[src/rtl/muldiv_unit_pkg.sv]
// Shared CPU constants for the M-extension unit: FUNC3 op encodings, FSM states
// and the sign/selection step that turns raw magnitudes into the final RESULT.
package muldiv_unit_pkg;

  localparam logic [2:0] F3_MUL    = 3'b000;
  localparam logic [2:0] F3_MULH   = 3'b001;
  localparam logic [2:0] F3_MULHSU = 3'b010;
  localparam logic [2:0] F3_MULHU  = 3'b011;
  localparam logic [2:0] F3_DIV    = 3'b100;
  localparam logic [2:0] F3_DIVU   = 3'b101;
  localparam logic [2:0] F3_REM    = 3'b110;
  localparam logic [2:0] F3_REMU   = 3'b111;

  localparam logic [4:0] CNT_LOAD = 5'd31;

  typedef enum logic [1:0] {
    S_IDLE   = 2'd0,
    S_CALC   = 2'd1,
    S_FINISH = 2'd2
  } state_t;

  // hi/lo hold either the unsigned 64-bit product or {remainder, quotient}.
  function automatic logic [31:0] mdu_finalize(input logic [2:0]  f3,
                                               input logic        neg_a,
                                               input logic        neg_b,
                                               input logic [31:0] hi,
                                               input logic [31:0] lo);
    logic [63:0] prod;
    logic [31:0] quot;
    logic [31:0] rem;
    logic [31:0] res;
    prod = {hi, lo};
    if (neg_a ^ neg_b) prod = -prod;
    quot = (neg_a ^ neg_b) ? -lo : lo;
    rem  = neg_a ? -hi : hi;
    case (f3)
      F3_MUL:          res = prod[31:0];
      F3_DIV, F3_DIVU: res = quot;
      F3_REM, F3_REMU: res = rem;
      default:         res = prod[63:32];
    endcase
    return res;
  endfunction

endpackage

[src/rtl/muldiv_unit_if.sv]
// EX-stage <-> multiply/divide unit signal bundle. START is a request sampled
// only in IDLE; DONE is a one-cycle pulse qualifying RESULT and WRITE_ADDR_OUT.
interface muldiv_unit_if;
  import muldiv_unit_pkg::*;

  logic        START;
  logic [2:0]  FUNC3;
  logic [31:0] OPERAND_A;
  logic [31:0] OPERAND_B;
  logic [4:0]  WRITE_ADDR_IN;
  logic        FLUSH;
  logic [31:0] RESULT;
  logic [4:0]  WRITE_ADDR_OUT;
  logic        DONE;
  logic        BUSY;
  logic        STALL;
  state_t      DBG_STATE;

  modport master (
    output START, FUNC3, OPERAND_A, OPERAND_B, WRITE_ADDR_IN, FLUSH,
    input  RESULT, WRITE_ADDR_OUT, DONE, BUSY, STALL, DBG_STATE
  );

  modport slave (
    input  START, FUNC3, OPERAND_A, OPERAND_B, WRITE_ADDR_IN, FLUSH,
    output RESULT, WRITE_ADDR_OUT, DONE, BUSY, STALL, DBG_STATE
  );
endinterface

[src/rtl/muldiv_unit.sv]
// Iterative RV32M multiply/divide: 32 radix-2 steps on operand magnitudes,
// sign fix-up on entry to FINISH; divide-by-zero and signed overflow bypass CALC.
module muldiv_unit
  import muldiv_unit_pkg::*;
(
  input logic          CLK,
  input logic          RST,
  muldiv_unit_if.slave bus
);

  state_t      r_state;
  logic [4:0]  r_cnt;
  logic [2:0]  r_func3;
  logic        r_neg_a;
  logic        r_neg_b;
  logic [31:0] r_op;
  logic [31:0] r_hi;
  logic [31:0] r_lo;
  logic [4:0]  r_waddr;
  logic [31:0] r_result;
  logic [4:0]  r_waddr_out;
  logic        r_done;

  logic        w_is_div;
  logic        w_sgn_a;
  logic        w_sgn_b;
  logic        w_neg_a;
  logic        w_neg_b;
  logic [31:0] w_mag_a;
  logic [31:0] w_mag_b;
  logic        w_div_zero;
  logic        w_div_ovf;
  logic [31:0] w_special;
  logic [32:0] w_sum;
  logic [32:0] w_shift;
  logic        w_ge;
  logic [31:0] w_diff;
  logic [31:0] w_hi_n;
  logic [31:0] w_lo_n;

  assign w_is_div = bus.FUNC3[2];
  assign w_sgn_a  = (bus.FUNC3 != F3_MULHU) && (bus.FUNC3 != F3_DIVU) &&
                    (bus.FUNC3 != F3_REMU);
  assign w_sgn_b  = (bus.FUNC3 == F3_MUL) || (bus.FUNC3 == F3_MULH) ||
                    (bus.FUNC3 == F3_DIV) || (bus.FUNC3 == F3_REM);
  assign w_neg_a  = w_sgn_a & bus.OPERAND_A[31];
  assign w_neg_b  = w_sgn_b & bus.OPERAND_B[31];
  assign w_mag_a  = w_neg_a ? -bus.OPERAND_A : bus.OPERAND_A;
  assign w_mag_b  = w_neg_b ? -bus.OPERAND_B : bus.OPERAND_B;

  // Only signed DIV/REM (FUNC3[0]=0) can overflow.
  assign w_div_zero = w_is_div && (bus.OPERAND_B == 32'h0);
  assign w_div_ovf  = w_is_div && !bus.FUNC3[0] &&
                      (bus.OPERAND_A == 32'h8000_0000) &&
                      (bus.OPERAND_B == 32'hFFFF_FFFF);

  always_comb begin
    w_special = 32'h0;
    if (w_div_zero) w_special = bus.FUNC3[1] ? bus.OPERAND_A : 32'hFFFF_FFFF;
    else            w_special = bus.FUNC3[1] ? 32'h0 : 32'h8000_0000;
  end

  // Multiply: {hi,lo} shifts right with the multiplier consumed from lo[0].
  // Divide: remainder in hi, dividend shifts out of lo while quotient bits shift in.
  assign w_sum   = {1'b0, r_hi} + (r_lo[0] ? {1'b0, r_op} : 33'd0);
  assign w_shift = {r_hi, r_lo[31]};
  assign w_ge    = (w_shift >= {1'b0, r_op});
  assign w_diff  = w_shift[31:0] - r_op;

  always_comb begin
    w_hi_n = w_sum[32:1];
    w_lo_n = {w_sum[0], r_lo[31:1]};
    if (r_func3[2]) begin
      w_hi_n = w_ge ? w_diff : w_shift[31:0];
      w_lo_n = {r_lo[30:0], w_ge};
    end
  end

  always_ff @(posedge CLK or negedge RST) begin
    if (!RST) begin
      r_state     <= S_IDLE;
      r_cnt       <= 5'd0;
      r_func3     <= 3'd0;
      r_neg_a     <= 1'b0;
      r_neg_b     <= 1'b0;
      r_op        <= 32'h0;
      r_hi        <= 32'h0;
      r_lo        <= 32'h0;
      r_waddr     <= 5'd0;
      r_result    <= 32'h0;
      r_waddr_out <= 5'd0;
      r_done      <= 1'b0;
    end else if (bus.FLUSH) begin
      r_state <= S_IDLE;
      r_done  <= 1'b0;
    end else begin
      case (r_state)
        S_IDLE: begin
          r_done <= 1'b0;
          if (bus.START) begin
            r_func3 <= bus.FUNC3;
            r_waddr <= bus.WRITE_ADDR_IN;
            r_neg_a <= w_neg_a;
            r_neg_b <= w_neg_b;
            if (w_div_zero || w_div_ovf) begin
              r_result    <= w_special;
              r_waddr_out <= bus.WRITE_ADDR_IN;
              r_done      <= 1'b1;
              r_state     <= S_FINISH;
            end else begin
              r_cnt   <= CNT_LOAD;
              r_hi    <= 32'h0;
              r_lo    <= w_is_div ? w_mag_a : w_mag_b;
              r_op    <= w_is_div ? w_mag_b : w_mag_a;
              r_state <= S_CALC;
            end
          end
        end
        S_CALC: begin
          r_hi <= w_hi_n;
          r_lo <= w_lo_n;
          if (r_cnt == 5'd0) begin
            r_result    <= mdu_finalize(r_func3, r_neg_a, r_neg_b, w_hi_n, w_lo_n);
            r_waddr_out <= r_waddr;
            r_done      <= 1'b1;
            r_state     <= S_FINISH;
          end else begin
            r_cnt <= r_cnt - 5'd1;
          end
        end
        S_FINISH: begin
          r_done  <= 1'b0;
          r_state <= S_IDLE;
        end
        default: begin
          r_done  <= 1'b0;
          r_state <= S_IDLE;
        end
      endcase
    end
  end

  assign bus.RESULT         = r_result;
  assign bus.WRITE_ADDR_OUT = r_waddr_out;
  assign bus.DONE           = r_done;
  assign bus.BUSY           = (r_state == S_CALC) || (r_state == S_FINISH);
  assign bus.STALL          = RST && (((r_state == S_IDLE) && bus.START) ||
                                      (r_state == S_CALC));
  assign bus.DBG_STATE      = r_state;

endmodule

[src/flat_wrapper.sv]
// flat-port wrapper written by rule: the top's interface ports become plain ports
module muldiv_unit_flat import muldiv_unit_pkg::*;
  (CLK, RST, bus_START, bus_FUNC3, bus_OPERAND_A, bus_OPERAND_B, bus_WRITE_ADDR_IN, bus_FLUSH, bus_RESULT, bus_WRITE_ADDR_OUT, bus_DONE, bus_BUSY, bus_STALL, bus_DBG_STATE);
  muldiv_unit_if bus_i ();
  input logic CLK;
  input logic RST;
  input wire logic [$bits(bus_i.START)-1:0] bus_START;
  input wire logic [$bits(bus_i.FUNC3)-1:0] bus_FUNC3;
  input wire logic [$bits(bus_i.OPERAND_A)-1:0] bus_OPERAND_A;
  input wire logic [$bits(bus_i.OPERAND_B)-1:0] bus_OPERAND_B;
  input wire logic [$bits(bus_i.WRITE_ADDR_IN)-1:0] bus_WRITE_ADDR_IN;
  input wire logic [$bits(bus_i.FLUSH)-1:0] bus_FLUSH;
  output wire logic [$bits(bus_i.RESULT)-1:0] bus_RESULT;
  output wire logic [$bits(bus_i.WRITE_ADDR_OUT)-1:0] bus_WRITE_ADDR_OUT;
  output wire logic [$bits(bus_i.DONE)-1:0] bus_DONE;
  output wire logic [$bits(bus_i.BUSY)-1:0] bus_BUSY;
  output wire logic [$bits(bus_i.STALL)-1:0] bus_STALL;
  output wire logic [$bits(bus_i.DBG_STATE)-1:0] bus_DBG_STATE;
  assign bus_i.START = bus_START;
  assign bus_i.FUNC3 = bus_FUNC3;
  assign bus_i.OPERAND_A = bus_OPERAND_A;
  assign bus_i.OPERAND_B = bus_OPERAND_B;
  assign bus_i.WRITE_ADDR_IN = bus_WRITE_ADDR_IN;
  assign bus_i.FLUSH = bus_FLUSH;
  assign bus_RESULT = bus_i.RESULT;
  assign bus_WRITE_ADDR_OUT = bus_i.WRITE_ADDR_OUT;
  assign bus_DONE = bus_i.DONE;
  assign bus_BUSY = bus_i.BUSY;
  assign bus_STALL = bus_i.STALL;
  assign bus_DBG_STATE = bus_i.DBG_STATE;
  muldiv_unit u_core (.CLK(CLK), .RST(RST), .bus(bus_i));
endmodule
[config.mk]
export PLATFORM = sky130hd
export DESIGN_NAME = muldiv_unit_flat
export DESIGN_NICKNAME = d
export VERILOG_FILES = /design/src/rtl/muldiv_unit_pkg.sv /design/src/rtl/muldiv_unit_if.sv /design/src/rtl/muldiv_unit.sv /design/src/flat_wrapper.sv
export SDC_FILE = /design/constraint.sdc
export NUM_CORES = 1
export LEC_CHECK = 0
export CORE_MARGIN = 1.5
export CORE_UTILIZATION = 40
export DETAILED_ROUTE_END_ITERATION = 6
export PLACE_DENSITY = 0.63
export SLEW_MARGIN = 30
export SYNTH_ARGS = -nofsm -noshare
export SYNTH_HDL_FRONTEND = slang
export SYNTH_SLANG_ARGS = --single-unit
[constraint.sdc]
create_clock -name CLK -period 9.7 [get_ports CLK]
set_input_delay 2.91 -clock CLK [delete_from_list [all_inputs] [get_ports CLK]]
set_output_delay 2.91 -clock CLK [all_outputs]
set_load 0.01 [all_outputs]
# After elaboration in Yosys (flattened, before gate mapping)
# Cells that the tools add are included.
# Widths: inputs -> output; s select.
# totals
reg_bits,151
inputBits,76
wordCells,119
out_inout_bits,42
# classes
eq_ne,21
n_lt_le_gt_ge,1
reduce_logical,29
n_addsub,8
muxes,43
bitwise_logic,5
# op_table
operator,n
$mux 32,20
$pmux 32 s2,3
$neg 32->32,4
$pmux 32 s3,1
$eq 32x32->1 const B,2
$mux 64,1
$neg 64->64,1
$add 32x33->33,1
$ge 33x32->1,1
$logic_not 32->1,1
$sub 32x32->32,1
$mux 5,6
$pmux 5 s2,2
$eq 3x3->1 const B,6
$reduce_and 5->1,2
$ne 3x3->1 const B,3
$logic_and 1x1->1,8
$mux 2,4
$reduce_and 4->1,2
$logic_not 3->1,2
$logic_or 1x1->1,6
$ne 2x2->1 const B,3
$ne 3x2->1 const B,2
$logic_not 5->1,1
other kinds (17),24

# Longest topological paths before layout
# Gate-level depths: netlist of the first run.
# logic_depth
word_depth,10
ltp_mapped,23
ltp_nobuf,21

# Worst setup path after synthesis of the first run
# No wires, ideal clock.
# synth_path
path_type,input to output
start,input bus_START
end,output bus_STALL
path_slack_ns,3.522
stages,2
t_required_ns,6.790
n_path_buf,0
arrival_time_ns,3.268
cell_sequence,nand2_1 > a21boi_0
# synth_between
elab_chain_len,3
# synth_lines
element,line,rtl
from (decl),flat_wrapper.sv:7,input wire logic [$bits(bus_i.START)-1:0] bus_START;
$logic_and 1x1->1,muldiv_unit.sv:147,assign bus.STALL = RST && (((r_state == S_IDLE) && bus.START) ||
$logic_or 1x1->1,muldiv_unit.sv:147,
$logic_and 1x1->1,muldiv_unit.sv:147,
to (decl),flat_wrapper.sv:17,output wire logic [$bits(bus_i.STALL)-1:0] bus_STALL;
# No other way between the ends.

# Worst setup path after layout of the first run
# layout_path
start,input RST
end,output bus_STALL
# layout_between
elab_chain_len,1
# layout_lines
element,line,rtl
from (decl),flat_wrapper.sv:6,input logic RST;
$logic_and 1x1->1,muldiv_unit.sv:147,
# No other way between the ends.

==> impl_results.md, run 1 <==
- Die Y: 208 um
- Routability cong.: 0.996
- Worst Max-Slew Pin Slew: 940 ps
- CTS buffer count: 17
- Final min period: 7270 ps
- Req. time, crit path: 6790 ps
- Switching Share: 0.526
- Cell variety after synth: 106
- Most common library cells after synthesis: nand2_1 (318), o21ai_0 (235), nor2_1 (225), a21oi_1 (192), dfrtp_1 (151)
- Setup Buffers After CTS: 0
- ANT nets after route: 0
- EDFF count, synth: 0
- CP max FO: 83
- Number of I/O pins: 118
- CTS tree: yes
- Setup crit end kind: output pin
- Final period util: 0.749
- Arrival @ worst endpoint: 4360 ps
- Row count: 75
- Combinational cell fraction of total power: 0.642
- Port bufs: 117
- Synth Cell Area: 16900 um^2
- Initial antenna violation count: 1
- Worst Skew: 19.9 ps
- Final Non-Filler Cells: 2885
- Iteration-0 DRC Markers: 2011
- Total power: 4970 uW
- Layout overhead on the synthesized area: 12.2%
- Power Internal: 2360 uW
- Cts repair resizes: 0
- Placed Cells incl. Taps: 2854
- Reg power frac: 0.216
- Worst-Skew Late Latency: 450 ps
- Sink Count: 151
- Drt first pass iters: 6
- First-pass GRT wire length: 103000 um
- VDD IR-drop max: 0.130 mV
- Sequential fraction of the synthesis area: 0.224
- Most used standard cell by instance count after synthesis: nand2_1
- Vias in the first global route: 16800
- Total grt overflow: 0
- Endpoints failing hold: 0
- Setup crit start kind: input port
- Status: finished, final reports clean
- CTS H-tree depth: 4
- Die Wd: 208 um
- Mapped Cells: 2319
- Core ar.: 41800 um^2
- Final Slew Violations: 0
- Fmax: 138 MHz
- DR WL/cell: 23.3 um
- Layout cells sized above 1: 0.0554
- Initial Util: 0.404
- Top cells by area, synth: dfrtp_1 (22%), nand2_1 (7.1%), o21ai_0 (7.0%), a21oi_1 (5.7%), ha_1 (5.4%)
- Post-Syn Nets: 2470
- Main synth FF type: dfrtp_1
- Clock Tree Root: clkbuf_16
- Leak: 0.00770 uW
- Diode count: 0
- Gr usage total: 0.308
- Share of the synthesized area in the top cell type: 0.224
- Syn avg cell area: 7.28 um^2
- Cell area power density: 263 nW/um^2
- Final setup TNS: 0 ps
- Clock share of power: 0.142
- RSZ-0062 raised after global routing: no
- Max-Cap Viols: 0
- Final setup vio count: 0
- Maximum clock path buffer count: 2
- Fraction of registers with async set/reset: 1.00
- Clk pin slew, worst setup/hold paths: 70 ps
- Max-Slew Margin vs Limit: 0.368
- DP HPWL: 52700 um
- Vias per cell: 6.25
- Crit path kind: input port to output pin
- Worst min-delay path class: flip-flop to flip-flop
- Vias: 18000
- Post-synthesis register bit count: 151
- Psw: 2620 uW
- Synth warnings: 0
- Final net count: 2485
- Remaining routing DRC violations: 0
- Pin count of the biggest net entering global routing: 84
- Wirelength, routed: 67200 um
- Total die area: 43400 um^2
- Hold-fix buffers at CTS: 0
- Synth area leader: dfrtp_1
[metrics by stage]
step,util,hold slack (ps),instance area (um^2),worst slack [ps]
after floorplan,-,445,16900,3520
after global placement,0.439,459,18300,2290
after detailed placement,0.439,463,18300,2140
after CTS,0.453,481,18900,2370
after global routing,0.453,502,18900,2200
final,0.453,480,18900,2430
[sequential cells by signal, summed over array words and instances (netlist names)]
name and flops:
u_core.r_neg_b 1, u_core.r_cnt 5, u_core.r_func3 3, u_core.r_op 32
u_core.r_waddr 5, u_core.r_hi 32, u_core.bus.RESULT 32, u_core.bus.DBG_STATE 2
u_core.bus.WRITE_ADDR_OUT 5, u_core.r_neg_a 1, u_core.r_lo 32, u_core.bus.DONE 1
[power by group through the flow]
stage	Combinational, uW	Clock (uW)	Sequential [uW]
6_report	3190	705	1070
4_1_cts	3120	705	1060
2_1_floorplan	2150	0	974
5_1_grt	3450	733	1100
3_3_place_gp	3080	0	1070
3_5_place_dp	3100	0	1070
[metal layers]
| layer | vias to the layer above | wire, um | global-route usage |
|---|---|---|---|
| met5 | - | 13 | 0 |
| met4 | 2 | 3480 | 0.151 |
| met3 | 139 | 5710 | 0.0463 |
| met2 | 870 | 29100 | 0.469 |
| met1 | 8579 | 28900 | 0.425 |
| li1 | 8437 | - | - |
[logic make-up (layout without fill, tap and decap cells)]
family / count (synthesis) / count (layout) / share of synthesized area
multiplexers: 70 / 70 / 0.0430
flip-flops: 151 / 151 / 0.224
adder cells (fa/ha/maj): 75 / 75 / 0.0565
AO/OA/AOI/OAI: 748 / 748 / 0.284
XOR/XNOR: 170 / 170 / 0.0882
AND/OR/NAND/NOR: 886 / 886 / 0.251
buffers and inverters: 219 / 246 / 0.0532
[path summary, 6_finish.rpt]
| check | from | end | slack, ps | cells past startpoint |
|---|---|---|---|---|
| setup / recovery | RST | bus_STALL | 2430 | 3 |
| hold / removal | u_core.r_waddr[1] | u_core.r_waddr[1] | 480 | 2 |
| setup reg to reg | u_core.r_hi[2] | u_core.bus.RESULT[4] | 3280 | 21 |
| hold reg to reg | u_core.r_waddr[1] | u_core.r_waddr[1] | 480 | 2 |
| max in group asynchronous | RST | u_core.r_lo[0] | 6010 | 2 |
| min in group asynchronous | RST | u_core.r_cnt[3] | 2520 | 1 |
[layout by cell type (no fill, tap or decap), types with 11 or more instances in the layout]
master           count
a211oi_1            20
a21o_1              27
a21oi_1            191
a31oi_1             40
and2_1              50
and3_1              18
buf_4               21
clkbuf_16           17
clkdlybuf4s50_1    115
dfrtp_1            149
ha_1                72
inv_1               73
mux2i_1             59
nand2_1            317
nand2b_1            17
nand3_1             58
nand4_1             29
nor2_1             225
nor2b_1             12
nor3_1              53
nor4_1              13
o211ai_1            25
o21ai_0            235
o22ai_1             16
o31ai_1             39
or3_1               23
or4_1               11
xnor2_1             77
xor2_1              91
[critical path, cell delays in order]
cell	delay, ps
buf_6	570
a21boi_0	270
clkdlybuf4s50_1	560
[layout make-up]
cell class | instances | area, um^2
Fill cell | 4258 | 22800
Multi-Input combinational cell | 1949 | 12300
Sequential cell | 151 | 3780
Timing Repair Buffer | 138 | 1330
Tap cell | 539 | 674
Clock buffer | 20 | 467
Inverter | 77 | 289
Clock inverter | 11 | 135
(Power assumes the default switching activity.)
==> run 2: changes to the inputs <==
- PLACE_DENSITY: 0.63 -> 0.65
- clock period: 9.7 -> 6.28 ns (I/O delays scaled with it)
==> run 2 against run 1 <==
- sequential power is 50% higher
- worst hold slack gained 3.5 ps
- non-clock buffer count up 50
- wire length rose by 1.6%
- clock skew rose by 0.78 ps
- setup slack worse by 2000 ps
- clock power is 49% higher
- count of clock-buffer cells in the layout is 1 higher
==> impl_results.md, run 2 (synthesis gave the netlist of run 1 again) <==
- Sink Count: 151 (unchanged)
- Arrival @ worst endpoint: 6150 ps (+1790 ps)
- VDD IR-drop max: 0.232 mV (+78%)
- Iteration-0 DRC Markers: 1888 (-6.1%)
- Worst Hold Path EP: u_core.r_waddr[0]
- Post-DP Area: 18700 um^2 (+2.0%)
- Maximum clock path buffer count: 2 (unchanged)
- Row count: 75 (unchanged)
- Setup crit end kind: flip-flop
- Clock Tree Root: clkbuf_16
- Setup Buffers After CTS: 0 (unchanged)
- Worst r2r path cells: 23 (+9.5%)
- Reg-to-Reg Start: u_core.r_hi[0]
- Leak: 0.00794 uW (+3.1%)
- Most frequent cells in the layout: nand2_1 (317), o21ai_0 (235), nor2_1 (225)
- RSZ-0062 raised after global routing: no
- Setup crit start kind: flip-flop
- Die Y: 208 um (unchanged)
- Busiest grt layer: met2
- Dpl ws: 214 ps (-1930 ps)
- Vias: 18100 (+0.67%)
- M3 GR Usage: 0.0376 (-0.00875)
- Hold_sp: u_core.r_waddr[0]
- Initial Util: 0.404 (unchanged)
- Worst-Skew Late Latency: 440 ps (about the same)
- Global Route met2 Usage: 0.468 (-0.000807)
- Layout cells sized above 1: 0.0738 (+0.0184)
- Worst Max-Slew Pin Slew: 1020 ps (+75.8 ps)
- Drt first pass iters: 6 (unchanged)
- Initial antenna violation count: 6 (+5)
- Port bufs: 117 (unchanged)
- ANT nets after route: 0 (unchanged)
- Cell area power density: 405 nW/um^2 (+54%)
- Clk pin slew, worst setup/hold paths: 80 ps (about the same)
- Final min period: 5840 ps
- Die Wd: 208 um (unchanged)
- Number of I/O pins: 118 (unchanged)
- Final period util: 0.929
- WHS: 483 ps (+3.54 ps)
- Pin count of the biggest net entering global routing: 110 (+31%)
- Met1 Usage GRT: 0.432 (+0.00709)
- CTS H-tree depth: 4 (unchanged)
- CTS buffer count: 17 (unchanged)
- Hold Path Depth: 2 (unchanged)
- Crit path kind: flip-flop to flip-flop
- Total grt overflow: 0 (unchanged)
- Final WS setup: 444 ps (-1990 ps)
- Total die area: 43400 um^2 (unchanged)
- Commonest non-fill, non-tap cell in the layout: nand2_1
- Req. time, crit path: 6600 ps (-190 ps)
- Vias per cell: 6.18 (-1.1%)
- Hold-fix buffers at CTS: 0 (unchanged)
- Core ar.: 41800 um^2 (unchanged)
- Fmax: 171 MHz
- Remaining routing DRC violations: 0 (unchanged)
- Gr usage total: 0.309 (+0.000625)
- Endpoints failing hold: 0 (unchanged)
- Final Slew Violations: 0 (unchanged)
- Layout overhead on the synthesized area: 14.3%
- DP HPWL: 54200 um (+2.9%)
- Max-Slew Margin vs Limit: 0.319 (-0.0492)
- Vias in the first global route: 16800 (-0.23%)
- Worst Skew: 20.6 ps (+0.778 ps)
- CP max FO: 7 (-92%)
- Wirelength, routed: 68300 um (+1.6%)
- Max-Cap Viols: 0 (unchanged)
- Routability cong.: 0.995 (about the same)
- DR WL/cell: 23.3 um (-0.20%)
- Final setup vio count: 0 (unchanged)
- Worst min-delay path class: flip-flop to flip-flop
- Final setup TNS: 0 ps (unchanged)
- Final Instance Area: 19300 um^2 (+1.8%)
- Final net count: 2535 (+2.0%)
- Crit path from: u_core.r_hi[0]
- Diode count: 0 (unchanged)
- Reg2Reg Capture Point: u_core.bus.RESULT[4]
- CTS tree: yes
- FF-to-FF setup slack: 440 ps (-2840 ps)
- First-pass GRT wire length: 103000 um (about the same)
- Status: finished, final reports clean
- Cts repair resizes: 0 (unchanged)
run 2: worst max-delay path by stage:
stage,cells after the start,to,slack [ps]
finish,23,u_core.bus.RESULT[4],440
global route,24,u_core.bus.RESULT[4],110
CTS,14,u_core.bus.RESULT[21],660
detailed placement,14,u_core.bus.RESULT[21],210
global placement,14,u_core.bus.RESULT[21],360
floorplan,11,u_core.bus.RESULT[27],1210
run 2: power by group:
group          total (uW)  switching (uW)  leakage [uW]  internal, uW
clock                1050             473      0.000277           575
sequential           1610             357       0.00191          1260
combinational        5140            3270       0.00574          1870
run 2: area by class of cell:
cell class | instances | area (um^2)
multi-input combinational | 1949 | 12200
clock buffer | 21 | 460
timing repair buffer | 188 | 1720
inverter | 77 | 289
tap | 539 | 674
sequential | 151 | 3780
clock inverter | 11 | 114
fill | 4275 | 22500
run 2: critical path: stages (launching register included):
cell,delay (ps)
dfrtp_1,470
ha_1,350
nor2b_1,150
o2111ai_1,360
a21oi_1,230
buf_4,210
o21ai_2,350
o2111ai_1,280
and2_1,280
inv_1,80
ha_1,170
o211a_1,240
nand2_1,70
nor3_1,550
nand4_1,350
nor3_1,230
buf_4,170
nand2_1,130
o21ai_0,330
xor2_1,190
o22ai_1,100
o21ai_0,160
buf_4,170
a31oi_1,90
run 2: per-layer routing:
metal / up-vias / wire length (um) / part of all wire
li1: 8535 / - / -
met1: 8626 / 29700 / 0.43
met2: 855 / 29500 / 0.43
met3: 130 / 5510 / 0.081
met4: 2 / 3570 / 0.052
met5: - / 9 / 0.00013
run 2: stage by stage:
stage / utilization / std cells / power, uW
2_1_floorplan: - / 2319 / 4830
3_3_place_gp: 0.448 / 2904 / 6550
3_5_place_dp: 0.448 / 2904 / 6590
4_1_cts: 0.462 / 2936 / 7670
5_1_grt: 0.462 / 2936 / 8240
6_report: 0.462 / 2936 / 7810
==> RTL edit (config.mk and constraints of run 2) <==
Make the reset (`RST`) synchronous in one clocked block.
--- a/src/rtl/muldiv_unit.sv
+++ b/src/rtl/muldiv_unit.sv
@@ -77,5 +77,5 @@
   end
 
-  always_ff @(posedge CLK or negedge RST) begin
+  always_ff @(posedge CLK) begin
     if (!RST) begin
       r_state     <= S_IDLE;
Function: differs if RST is asserted again (counterexample within 4 cycles, from zero or initial values and one cycle with RST low); with RST held inactive, the same outputs for 4 cycles.
==> RTL edit against run 2 <==
Routed wire length increased by 10%; non-clock buffer count increased by 28; synthesized area decreased by 1.1%; sequential cell count unchanged; critical path depth decreased by 7; worst setup slack improved by 5.4 ps; first-iteration DRC count increased by 35%; cell area decreased by 0.10%; critical path type unchanged; highest routed layer unchanged.
Power is not compared: it rests on default switching activity, and its combinational part moved more than twofold at a synthesized area within 25%.
==> RTL edit: results (changes against run 2) <==
.. list-table::
   :header-rows: 1

   * - Metric
     - Value
   * - Fraction of the mapped netlist area in compound gates
     - 31.59% (+3.2 points)
   * - Top cells by instance count after synthesis
     - sky130_fd_sc_hd__nand2_1 (275), sky130_fd_sc_hd__a21oi_1 (260), sky130_fd_sc_hd__nor2_1 (216)
   * - Post-synth cell types
     - 100 (-5.7%)
   * - Depth of the most critical reg-to-reg path
     - 16 (-30%)
   * - Adder and majority cell fraction of the synthesized area
     - 5.713% (+0.062 points)
   * - Number of global-route vias before repair
     - 17,610 (+4.8%)
   * - WHS Endpoint
     - u_core.r_waddr[0]$_SDFFE_PN0P_
   * - Post-Synth XOR/XNOR Area
     - 9.341% (+0.52 points)
   * - Count of vias placed by the detailed router
     - 19,180 (+5.7%)
   * - Initial antenna violation count
     - 2 (-4)
   * - Post-DR vias/cell
     - 6.386 (+3.3%)
   * - Number of instances in the synthesized netlist
     - 2,386 (+2.9%)
   * - Placer Congestion
     - 1.119 (+12%)
   * - Worst Min Path Start
     - u_core.r_waddr[0]$_SDFFE_PN0P_
   * - Max Freq
     - 0.1715 GHz (about the same)
   * - Maximum net fanout on the critical path
     - 24 (+17)
   * - Status
     - finished clean
   * - Wire length of the first global-routing pass
     - 111,200 um (+7.9%)
   * - Worst-Margin Slew
     - 1086 ps (+70.58 ps)
   * - Worst-case clock skew
     - 11.64 ps (-9.007 ps)
   * - Total routing resource utilization after global routing
     - 33.82% (+3.0 points)
   * - Synthesized Nets
     - 2,537 (+2.7%)
   * - Final net count
     - 2,610 (+3.0%)
   * - Crit path to
     - u_core.bus.RESULT[24]$_SDFFE_PN0P_
   * - Post-detailed-routing wire length
     - 75,110 um (+10%)
   * - DPL Wire Length
     - 58,920 um (+8.7%)
   * - Cell area reported after detailed placement
     - 18,680 um2 (-0.12%)
[RTL edit: kinds of logic after synthesis]
logic type,count (synthesis)
DFF,151
muxes,80
buffers and inverters,251
adders and majority gates,75
AOI/OAI and AO/OA,808
and+or+nand+nor,843
xor gates and xnor gates,178
[RTL edit: area by class of cell]
| type | instances | area, um2 |
|---|---|---|
| multi-input combinational | 1984 | 12690 |
| sequential | 151 | 3027 |
| timing repair buffer | 216 | 1959 |
| fill | 4214 | 21760 |
| clock inverter | 13 | 138.9 |
| tap | 532 | 665.6 |
| clock buffer | 19 | 442.9 |
| inverter | 89 | 336.6 |
[RTL edit: critical path, stage by stage (launching register included)]
cell and delay, ps:
sky130_fd_sc_hd__dfxtp_1 940, sky130_fd_sc_hd__and2_1 230, sky130_fd_sc_hd__ha_1 310, sky130_fd_sc_hd__a21o_1 240
sky130_fd_sc_hd__a311oi_1 340, sky130_fd_sc_hd__nor2_1 230, sky130_fd_sc_hd__a2111oi_2 640, sky130_fd_sc_hd__nor3_1 180
sky130_fd_sc_hd__o41ai_1 450, sky130_fd_sc_hd__o211ai_1 320, sky130_fd_sc_hd__a211o_1 390, sky130_fd_sc_hd__o41ai_1 430
sky130_fd_sc_hd__xnor2_1 160, sky130_fd_sc_hd__a21oi_1 120, sky130_fd_sc_hd__a211oi_1 450, sky130_fd_sc_hd__buf_4 180
sky130_fd_sc_hd__o221a_2 170
[RTL edit: where the power goes]
group          total [uW]  switching [uW]  internal [uW]
Combinational        1390             907            484
Sequential           1050            51.3            994
Clock                1060             491            569
[RTL edit: routing by layer]
layer / track usage [%] / vias to the layer above / part of all wire, %
li1: - / 8854 / -
met1: 44.81 / 9089 / 41
met2: 52.66 / 1058 / 44
met3: 5.325 / 181 / 9.4
met4: 18.46 / 2 / 6.0
met5: 0 / - / 0.013
